==> config.mk <==
export PLATFORM = sky130hd
export DESIGN_NAME = seq_detector_param
export DESIGN_NICKNAME = d
export VERILOG_FILES = /design/src/rtl/seq_det_pkg.sv /design/src/rtl/sat_counter.sv /design/src/rtl/seq_detector_param.sv
export SDC_FILE = /design/constraint.sdc
export NUM_CORES = 1
export LEC_CHECK = 0
export ABC_AREA = 1
export ABC_CLOCK_PERIOD_IN_PS = 3850
export CORE_MARGIN = 1
export CORE_UTILIZATION = 55
export DETAILED_ROUTE_END_ITERATION = 12
export PLACE_DENSITY = 0.91
export SYNTH_ARGS = -nofsm -noshare
export SYNTH_HDL_FRONTEND = slang
export SYNTH_SLANG_ARGS = --single-unit
==> constraint.sdc <==
create_clock -name clk -period 3.85 [get_ports clk]
set_input_delay 0.385 -clock clk [delete_from_list [all_inputs] [get_ports clk]]
set_output_delay 0.385 -clock clk [all_outputs]
set_load 0.02 [all_outputs]
==> src/rtl/seq_det_pkg.sv <==
// Shared definitions for the serial pattern detector.
//   state_t    : detector state encoding (UNLOADED, HUNT)
//   DEF_SEQ_W  : default maximum pattern length
//   DEF_CNT_W  : default match counter width
//   clamp_len  : maps a requested pattern length onto 1..max_len
package seq_det_pkg;

    localparam int DEF_SEQ_W = 4;
    localparam int DEF_CNT_W = 8;

    typedef enum logic [0:0] {
        UNLOADED = 1'b0,
        HUNT     = 1'b1
    } state_t;

    // A length of 0 or larger than the pattern register selects the full width.
    function automatic int clamp_len(input int raw, input int max_len);
        if (raw == 0 || raw > max_len) begin
            return max_len;
        end
        return raw;
    endfunction

endpackage

==> src/rtl/sat_counter.sv <==
// Saturating up-counter.
//   clk   : clock
//   clr   : synchronous active-high reset, highest priority
//   clear : synchronous clear to zero
//   inc   : increment request; the count holds at all-ones
//   q     : current count
module sat_counter #(
    parameter int W = 8
) (
    input  logic         clk,
    input  logic         clr,
    input  logic         clear,
    input  logic         inc,
    output logic [W-1:0] q
);

    always_ff @(posedge clk) begin
        if (clr || clear) begin
            q <= '0;
        end else if (inc && (q != '1)) begin
            q <= q + 1'b1;
        end
    end

endmodule

==> src/rtl/seq_detector_param.sv <==
// Serial bit-pattern detector with runtime-loadable pattern.
//   clk         : clock
//   clr         : synchronous active-high reset, dominates all inputs
//   E, E_valid  : serial data bit and its qualifier
//   load        : latch user_seq/seq_len/overlap and restart detection
//   user_seq    : pattern, bit [len-1] arrives first, bit [0] last
//   seq_len     : pattern length, 0 or oversize means SEQ_W
//   overlap     : 1 = overlapping matches, 0 = flush history after a match
//   Y           : registered one-cycle match pulse
//   match_count : saturating match count since clr/load
//   armed       : a pattern is loaded and detection is running
module seq_detector_param
    import seq_det_pkg::*;
#(
    parameter int SEQ_W = DEF_SEQ_W,
    parameter int CNT_W = DEF_CNT_W
) (
    input  logic                         clk,
    input  logic                         clr,
    input  logic                         E,
    input  logic                         E_valid,
    input  logic                         load,
    input  logic [SEQ_W-1:0]             user_seq,
    input  logic [$clog2(SEQ_W+1)-1:0]   seq_len,
    input  logic                         overlap,
    output logic                         Y,
    output logic [CNT_W-1:0]             match_count,
    output logic                         armed
);

    localparam int              LEN_W = $clog2(SEQ_W + 1);
    localparam logic [LEN_W-1:0] FULL = LEN_W'(SEQ_W);

    state_t             state;
    logic [SEQ_W-1:0]   hist;
    logic [SEQ_W-1:0]   pat;
    logic [LEN_W-1:0]   len;
    logic [LEN_W-1:0]   fill;
    logic               ovl;
    logic               y_r;

    logic               accept;
    logic               match;
    logic [SEQ_W:0]     shift_ext;
    logic [SEQ_W-1:0]   hist_nxt;
    logic [SEQ_W-1:0]   mask;
    logic [LEN_W-1:0]   fill_nxt;

    // A load cycle always discards the bit presented with it.
    always_comb begin
        accept    = (state == HUNT) && E_valid && !load;
        shift_ext = {hist, E};
        hist_nxt  = shift_ext[SEQ_W-1:0];
        fill_nxt  = (fill == FULL) ? fill : fill + 1'b1;
        mask      = '0;
        for (int i = 0; i < SEQ_W; i++) begin
            mask[i] = (i < int'(len));
        end
        // fill gates out matches built from bits older than the last load,
        // clr or non-overlapping match.
        match = accept && (fill_nxt >= len) &&
                (((hist_nxt ^ pat) & mask) == '0);
    end

    always_ff @(posedge clk) begin
        if (clr) begin
            state <= UNLOADED;
            hist  <= '0;
            fill  <= '0;
            pat   <= '0;
            len   <= FULL;
            ovl   <= 1'b0;
            y_r   <= 1'b0;
        end else begin
            y_r <= match;
            if (load) begin
                state <= HUNT;
                pat   <= user_seq;
                len   <= LEN_W'(clamp_len(int'(seq_len), SEQ_W));
                ovl   <= overlap;
                hist  <= '0;
                fill  <= '0;
            end else if (accept) begin
                hist <= hist_nxt;
                fill <= (match && !ovl) ? '0 : fill_nxt;
            end
        end
    end

    sat_counter #(
        .W(CNT_W)
    ) u_match_cnt (
        .clk  (clk),
        .clr  (clr),
        .clear(load),
        .inc  (match),
        .q    (match_count)
    );

    assign Y     = y_r;
    assign armed = (state == HUNT);

endmodule

==> flow_summary.ini <==
[clock_tree]
clk_latency_ps = 310
ctsHoldBuffers = 0
cts_buffer_depth = 2
htree_num_levels = 1
clock_sink_count = 24
postCtsSetupRepairBufs = 0
cts_buffers = 3
cts_tree = done
clkSlewWorstSetupHoldPaths_ps = 120
cts_root_buf = clkbuf_4
ctsResizeCount = 0

[logic_synthesis]
synth_xor_area_share_pct = 3.981
yosysTopAreaCell = dfxtp_1
ys_ff_latch = 24
synth_compound_gate_area_share_pct = 15.17
ys_seq_area_share_pct = 36.40
avgSynthCellArea_um2 = 7.253
ys_types = 25
syn-num-nets = 202
syn-instance-count = 182
synth-simple-area-share_pct = 29.00
yosysWarnings = 0
yosysTopAreaCellShare_pct = 36.40
synth_top_cells_by_area = dfxtp_1 36%, nand2_1 12%, a21oi_1 8.0%
netlist_area_mm2 = 0.001320
synth_top_family_by_area = simple AND/OR/NAND/NOR gates
synth_fa_ha_area_share_pct = 6.635
synth.area.mux_share_pct = 0

[detailed_routing]
viasPerCell = 5.289
drt_iter0_markers = 21
wl_mm = 2.869
first_pass_iters = 4
wl_per_cell_um = 12.21
drtAntennaViolNets = 0
drc = 0
num_vias = 1243

[sta]
max_freq_mhz = 451.7
hold_viol_final = 0
period_needed_ps = 2214
maxSlewViolCount = 0
period_share_pct = 57.50
setup_violations = 0
whs_ps = 492.9
final.setup.tns_ps = 0
rsz0062_at_grt = no
fin_ws_ps = 1636
fin_skew_ps = 2.678
worst_slew_pin_slew_ps = 306.6
maxSlewHeadroom_pct = 79.35

[floorplan]
ioPinCount = 23
fp-row-count = 17
fp.dieArea_mm2 = 0.002600
core_area_mm2 = 0.002233
die_w_um = 50.99
start_util_pct = 59.10
die_height_um = 50.99

[global_routing]
antenna_found_initial = 0
grt_pass1_vias = 1150
track_usage_pct = 24.42
grt-ovfl-total = 0
grt_max_degree = 14
grt_pass1_wl_mm = 4.892

[pwr]
ir_drop_mv = 0.2388
clkPwrFrac_pct = 28.0
power_frac_seq_pct = 57.0
sw_frac_of_total_pct = 25.52
power.internal_uw = 342.9
p_sw_uw = 117.5
power_uw = 460.4
leakagePower_nw = 0.6942
p_per_area_mw_per_mm2 = 286.4
p_comb_share_pct = 15.0

[cells_and_area]
regArea_um2 = 480.5
nNetsFinal = 228
n_fill_cell = 173
finalCoreUtilization_pct = 71.99
diodes = 0
multi_input_area_um2 = 723.2
drive_above_1_share_pct = 9.179
syn_to_final_growth_pct = 21.80

[setup_path]
worst_setup_path_start_kind = flip-flop
critPathMaxFanout = 8
arrival_ps = 2450
crit_type = reg -> reg
cp-end-kind = flip-flop
crit_required_ps = 4090

[run]
cap_violations = 0

[place]
pre_cts_slack_ps = 1720
port_buffers = 22
place_hpwl_mm = 2.230
gp_congestion = 0.9088

[run_status]
status = finished, final reports clean

[hold_path]
hold_path.class = reg -> reg
-- final timing paths --
kind | endpoint | cells past startpoint | startpoint | slack (ps)
setup / recovery | u_match_cnt.q[4]$_SDFFE_PP0P_ | 14 | fill[0]$_SDFFE_PP0P_ | 1640
hold / removal | pat[3]$_SDFFE_PP0P_ | 2 | pat[3]$_SDFFE_PP0P_ | 490
setup reg to reg | u_match_cnt.q[4]$_SDFFE_PP0P_ | 14 | fill[0]$_SDFFE_PP0P_ | 1640
hold reg to reg | pat[3]$_SDFFE_PP0P_ | 2 | pat[3]$_SDFFE_PP0P_ | 490
-- area by class of cell --
cell class,instances,area share (%)
multi-input cells,127,44.98
inverters,30,7.004
well taps,28,2.179
clock buffers,4,2.257
flip-flops and latches,24,29.88
repair buffers,22,13.70
-- power groups by stage --
stage / Clock (mW) / Combinational, mW / Sequential, mW
after floorplan: 0 / 0.0417 / 0.267
after global placement: 0 / 0.0649 / 0.267
after detailed placement: 0 / 0.0684 / 0.268
after CTS: 0.132 / 0.0686 / 0.262
after global routing: 0.141 / 0.0770 / 0.263
final: 0.129 / 0.0689 / 0.262
-- through the flow --
stage	area [µm²]	cells
2_1_floorplan	1320	182
3_3_place_gp	1572	231
3_5_place_dp	1572	231
4_1_cts	1608	235
5_1_grt	1608	235
6_report	1608	235
-- cell families after synthesis --
logic type | Yosys count
xor gates and xnor gates | 6
buffers and inverters | 31
AOI/OAI and AO/OA | 38
adders and majority gates | 7
DFF | 24
and+or+nand+nor | 76
-- layer usage --
| metal | up-vias | GRT usage (%) | part of all wire, % |
|---|---|---|---|
| met3 | 2 | 3.571 | 3.2 |
| met4 | 0 | 5.556 | 0.59 |
| met2 | 30 | 42.76 | 50 |
| met5 | - | 0 | 0 |
| met1 | 576 | 31.26 | 46 |
| li1 | 635 | - | - |
-- cell usage after synthesis --
cell      number
nand4_1        1
clkinv_1       1
nand2_2        1
or2_2          1
nor2_4         3
o21ai_1        1
nand2_1       42
ha_1           7
nor2_2         3
a21boi_2       1
a21oi_1       21
clkbuf_1       1
nor3_1         2
o32ai_1        1
nand3_2        1
nand2_4        1
o21ai_0       14
nand3_1       13
xnor2_1        2
xor2_1         4
nand3_4        2
dfxtp_1       24
inv_1         27
inv_2          2
nor2_1         6
-- registers in the layout, summed over array words and instances (netlist names) --
| register | flops |
|---|---|
| pat | 4 |
| ovl | 1 |
| Y | 1 |
| hist | 3 |
| u_match_cnt.q | 8 |
| len | 3 |
| fill | 3 |
| armed | 1 |
-- worst max-delay path, stage by stage (launching register included) --
cell and delay [ps]:
dfxtp_1 420, inv_1 70, ha_1 210, nand2_1 100, xor2_1 200, inv_1 70, ha_1 270, inv_1 30
nand2_1 40, nand2_1 70, nand2_1 60, nand3_1 130, nor2_4 200, nand3_1 110, a21oi_1 170
-- cell usage in the layout (no fill, tap or decap), types with 2 or more instances in the layout --
cell / n
a21oi_1: 21
clkbuf_4: 3
clkdlybuf4s50_1: 22
dfxtp_1: 24
ha_1: 7
inv_1: 27
inv_2: 2
nand2_1: 42
nand3_1: 13
nand3_4: 2
nor2_1: 6
nor2_2: 3
nor2_4: 3
nor3_1: 2
o21ai_0: 14
xnor2_1: 2
xor2_1: 4
Note: power is estimated with default switching activity, not from simulation.
